<file path="src/rtl/fifo_wr_arb.sv">
// fifo_wr_arb: two-requester arbiter driving one FIFO write port.
// Define FIFO_ARB_FIXED_PRIO_EN for fixed priority; default is round-robin with bursts.
module fifo_wr_arb #(
  parameter int DATA_WIDTH = 8,
  parameter int BURST_LEN  = 4
) (
  input  logic                  wr_clk_arb,
  input  logic                  wr_rst_arb,
  input  logic                  full_arb,
  input  logic                  req0_valid_arb,
  input  logic                  req1_valid_arb,
  input  logic [DATA_WIDTH-1:0] req0_data_arb,
  input  logic [DATA_WIDTH-1:0] req1_data_arb,
  output logic                  req0_ready_arb,
  output logic                  req1_ready_arb,
  output logic                  wr_inc_arb,
  output logic [DATA_WIDTH-1:0] wr_data_arb,
  output logic                  grant_id_arb,
  output logic                  busy_arb
);

  typedef enum logic [1:0] {
    IDLE = 2'd0,
    LOAD = 2'd1,
    PUSH = 2'd2
  } state_t;

  state_t                  state_q, state_d;
  logic                    win_q, win_d;
  logic                    gid_q, gid_d;
  logic [DATA_WIDTH-1:0]   data_q, data_d;
  logic                    any_req;
  logic                    both_req;
  logic                    pick;
  logic                    rdy0, rdy1, inc;

  assign any_req  = req0_valid_arb | req1_valid_arb;
  assign both_req = req0_valid_arb & req1_valid_arb;

`ifdef FIFO_ARB_FIXED_PRIO_EN
  // Requester 0 always wins when it is valid
  assign pick = ~req0_valid_arb;
`else
  localparam logic [3:0] BL = 4'(BURST_LEN);

  logic       last_q, last_d;
  logic [3:0] cnt_q, cnt_d;
  logic       keep;

  // cnt counts words already written in the current run; zero means no run
  assign keep = (cnt_q != 4'd0) && (cnt_q < BL);
  assign pick = !req0_valid_arb ? 1'b1 :
                !req1_valid_arb ? 1'b0 :
                keep            ? last_q : ~last_q;

  // Burst bookkeeping: clear without contention, count writes per owner
  always_comb begin
    last_d = last_q;
    cnt_d  = cnt_q;
    if (state_q == IDLE && any_req && !full_arb && !both_req)
      cnt_d = 4'd0;
    if (wr_inc_arb) begin
      if (gid_q == last_q) begin
        if (cnt_q != 4'hf)
          cnt_d = cnt_q + 4'd1;
      end else begin
        last_d = gid_q;
        cnt_d  = 4'd1;
      end
    end
  end

  // Last-grant and burst counter registers; reset favours requester 0
  always_ff @(posedge wr_clk_arb) begin
    if (wr_rst_arb) begin
      last_q <= 1'b1;
      cnt_q  <= 4'd0;
    end else begin
      last_q <= last_d;
      cnt_q  <= cnt_d;
    end
  end
`endif

  // Next-state and handshake outputs; reset suppresses every pulse
  always_comb begin
    state_d = state_q;
    win_d   = win_q;
    gid_d   = gid_q;
    data_d  = data_q;
    rdy0    = 1'b0;
    rdy1    = 1'b0;
    inc     = 1'b0;
    unique case (state_q)
      IDLE: begin
        if (any_req && !full_arb) begin
          win_d   = pick;
          state_d = LOAD;
        end
      end
      LOAD: begin
        rdy0    = ~win_q & ~wr_rst_arb;
        rdy1    = win_q & ~wr_rst_arb;
        data_d  = win_q ? req1_data_arb : req0_data_arb;
        gid_d   = win_q;
        state_d = PUSH;
      end
      PUSH: begin
        if (!full_arb) begin
          inc     = ~wr_rst_arb;
          state_d = IDLE;
        end
      end
      default: state_d = IDLE;
    endcase
  end

  // State, winner, grant and held word registers
  always_ff @(posedge wr_clk_arb) begin
    if (wr_rst_arb) begin
      state_q <= IDLE;
      win_q   <= 1'b0;
      gid_q   <= 1'b0;
      data_q  <= '0;
    end else begin
      state_q <= state_d;
      win_q   <= win_d;
      gid_q   <= gid_d;
      data_q  <= data_d;
    end
  end

  assign req0_ready_arb = rdy0;
  assign req1_ready_arb = rdy1;
  assign wr_inc_arb     = inc;
  assign wr_data_arb    = data_q;
  assign grant_id_arb   = gid_q;
  assign busy_arb       = (state_q != IDLE);

endmodule

</file>
<file path="config.mk">
export PLATFORM = sky130hd
export DESIGN_NAME = fifo_wr_arb
export DESIGN_NICKNAME = d
export VERILOG_FILES = /design/src/rtl/fifo_wr_arb.sv
export SDC_FILE = /design/constraint.sdc
export NUM_CORES = 1
export LEC_CHECK = 0
export CAP_MARGIN = 20
export CORE_ASPECT_RATIO = 2
export CORE_MARGIN = 3
export CORE_UTILIZATION = 34
export DETAILED_ROUTE_END_ITERATION = 7
export DONT_BUFFER_PORTS = 1
export PLACE_DENSITY = 0.6
export REMOVE_ABC_BUFFERS = 1
export SYNTH_ARGS = -nofsm -noshare
export SYNTH_HDL_FRONTEND = slang
export SYNTH_SLANG_ARGS = --single-unit
</file>
<file path="constraint.sdc">
create_clock -name wr_clk_arb -period 1.89 [get_ports wr_clk_arb]
set_input_delay 0.0945 -clock wr_clk_arb [delete_from_list [all_inputs] [get_ports wr_clk_arb]]
set_output_delay 0.0945 -clock wr_clk_arb [all_outputs]
set_load 0.01 [all_outputs]
</file>
==> results.md <==
* Crit path largest cell delay at between 0.7 and 0.8 ns
* Synth top area share at 0.362
* Nets at 124
* Initial Util at 0.361
* Arrival @ worst endpoint at approximately 1.5 ns
* Fin. Hold Viols at 0
* Clock network power share at 0.363
* Largest net degree at the start of global routing at 18
* Global-route wire length before repair at roughly 3.4 mm
* DP Wirelength at around 1.5 mm
* ANT cells at 0
* Switching power total at about 190 uW
* P_int at between 500 and 600 uW
* DR pass1 iterations at 4
* Remaining antenna violation count at 0
* Mapped Area at between 900 and 1000 um2
* Max Fclk at about 630 MHz
* Final setup violation count at 0
* EDFF count, synth at 0
* Delay-heaviest family, CP: simple AND/OR/NAND/NOR gates
* Max-cap violations at 0
* Post-synthesis async set-or-reset flop share at 0
* Inst Count DP at ~120
* Overall routed net length at between 2 and 2.5 mm
* Mapped Avg Cell Area at 9.30 um2
* Routed len/inst at between 15 and 20 um
* #FFs+latches synth at 17
* Finished Layout Cells at between 100 and 150
* Post-Syn Instances at around 100
* Number of global-route vias before repair at around 740
* CTS H-tree lvls at 1
* Most frequent cells after synthesis: dfxtp_1, nor2_1, a211oi_1, mux2i_1, nand2_1
* GRT overflow at 0
* Worst setup EP type: output pin
* RSZ-0062 raised after global routing: no
* Synth top area cells: dfxtp_1, mux2i_1, a211oi_1
* Pwr/cell area at approximately 750 nW/um2
* Clock sink count at 17
* Worst reg-to-reg path cell count at 3
* Synth Flop Type: dfxtp_1
* Setup TNS at 0 ns
* Slew Viols, Final at 0
* Clock Skews at about 0.0017 ns
* Outcome: finished, final reports clean
* Min-Delay Endpoint: state_q[0]
* R2r startpoint: state_q[0]
* DRC viols at 0
* Vias per inst at approximately 5.8
* PortBufs at 0
* Design area at between 900 and 1000 um2
* Hold-fix buffers, CTS at 1
* Cells resized by post-CTS repair at 0
* Syn-to-layout area delta at 6.39%
* Worst-margin pin slew at 0.583 ns
* Hold path start: req0_valid_arb
* Vias post-DR at approximately 740
* Crit Path Category: reg2out
* Reg2reg end: cnt_q[1]
* Peak supply drop at between 0.0007 and 0.0008 V
* Ports at 34
* Placed cell area at around 940 um2
* Setup Buffers After CTS at 0
* Hold Path Class: in2reg
* Worst-path clk slew at around 0.07 ns
* Die span in y at 80.3 um
* Final GP Congestion at ~0.79
* Final Power at 751 uW
* Yosys warns at 0
* Initial antenna violation count at 0
* Clock Path Buffers at 2
* Static Leak at ~0.37 nW
* Slowest CP cell: or4b_1
* Cell Chain, Critical Path: or4b_1 > clkinv_8
* DR iter-0 viols at 14
* Root buf cell: clkbuf_8
* Die X-Extent at ~43 um
* Reg-to-reg slack, setup at about 0.34 ns
* Num rows at 26
* Final Cycle Share at 0.836
* Worst EP required at approximately 1.8 ns
* Reg power frac at 0.532
* Core area at roughly 2600 um2
* Crit path launch type: register
* Share of layout cells above drive strength 1 at 0.120
* CP Max Fanout at 7
* Slew headroom at 0.611
* Clock latency on the worst-skew pair at about 0.25 ns
* Post-synthesis sequential area ratio at 0.362
* FILL cells at 289
* Total CTS buffers at 3
* Distinct cells, synth at 38
* Global-route usage over all layers at 0.128
* TritonCTS clock tree: built
* Die area at about 3500 um2
* Gate power share at 0.105
* Min-Delay Path Depth at 2
* Most frequent cell after synthesis: dfxtp_1
* Critical path buffer and inverter count at 1
* Sw frac at 0.252
* Fin crit period at approximately 1.6 ns
* Area leader, netlist: dfxtp_1
power by group through the flow:
stage | logic, mW | clock network [mW] | registers, mW
floorplan | 0.0611 | 0 | 0.403
global placement | 0.0718 | 0 | 0.407
detailed placement | 0.0739 | 0 | 0.408
CTS | 0.0800 | 0.284 | 0.400
global route | 0.0884 | 0.294 | 0.403
finish | 0.0786 | 0.272 | 0.400
layout by cell type, fill, tap and decap left out, types with 2 or more instances in the layout:
| cell | n |
|---|---|
| nor3_1 | 2 |
| nor2_1 | 9 |
| clkbuf_8 | 3 |
| nand2_1 | 6 |
| dfxtp_1 | 17 |
| xnor2_1 | 2 |
| a21oi_1 | 4 |
| nor2b_1 | 3 |
| o22ai_2 | 2 |
| a211oi_1 | 8 |
| mux2i_1 | 8 |
| o21ai_0 | 3 |
| nor3b_1 | 2 |
| ha_1 | 2 |
| inv_1 | 4 |
| nand3b_1 | 2 |
cell families (layout without fill, tap and decap cells):
logic type | Yosys count | after routing | share of synthesized area
muxes | 8 | 8 | 0.0852
xor gates and xnor gates | 3 | 3 | 0.0280
adders and majority gates | 2 | 2 | 0.0266
and+or+nand+nor | 33 | 33 | 0.209
AOI/OAI and AO/OA | 26 | 26 | 0.216
DFF | 17 | 17 | 0.362
buffers and inverters | 12 | 11 | 0.0732
stage by stage:
step	hold slack, ns	utilization	worst slack [ns]
after floorplan	0.164	-	0.456
after global placement	0.166	0.363	0.416
after detailed placement	0.170	0.363	0.358
after CTS	0.00351	0.384	0.297
after global routing	0.0328	0.384	0.233
final	0.00966	0.384	0.309
routing by layer:
metal	vias up	track usage	wire length (um)
met3	4	0.0291	201
met5	-	0	0
met4	0	0.0604	42
met2	37	0.214	1050
met1	331	0.149	764
li1	364	-	-
flip-flops by register name (all words and copies together), names as in the netlist:
register and flops:
wr_data_arb 8, cnt_q 4, state_q 2, grant_id_arb 1, last_q 1, win_q 1
worst max-delay path by stage:
stage	from	to	slack, ns	cells past startpoint
2_1_floorplan	state_q[0]	cnt_q[2]	0.46	3
3_5_place_dp	state_q[0]	cnt_q[2]	0.36	3
3_3_place_gp	state_q[0]	cnt_q[1]	0.42	3
4_1_cts	state_q[0]	wr_inc_arb	0.30	2
6_report	state_q[0]	wr_inc_arb	0.31	2
5_1_grt	state_q[1]	wr_inc_arb	0.23	2
area by class of cell:
type	instances	area, um2	share of cell area
well taps	28	35.0	0.0350
flip-flops and latches	17	340	0.340
multi-input cells	72	531	0.531
repair buffers	2	17.5	0.0175
clock buffers	4	45.0	0.0451
inverters	5	31.3	0.0313
worst register-to-register path, cell delays in order (launching register included):
cell,delay [ns]
dfxtp_1,0.35
or4b_1,0.75
o221ai_1,0.25
a21oi_1,0.09
Note: power is estimated with default switching activity, not from simulation.
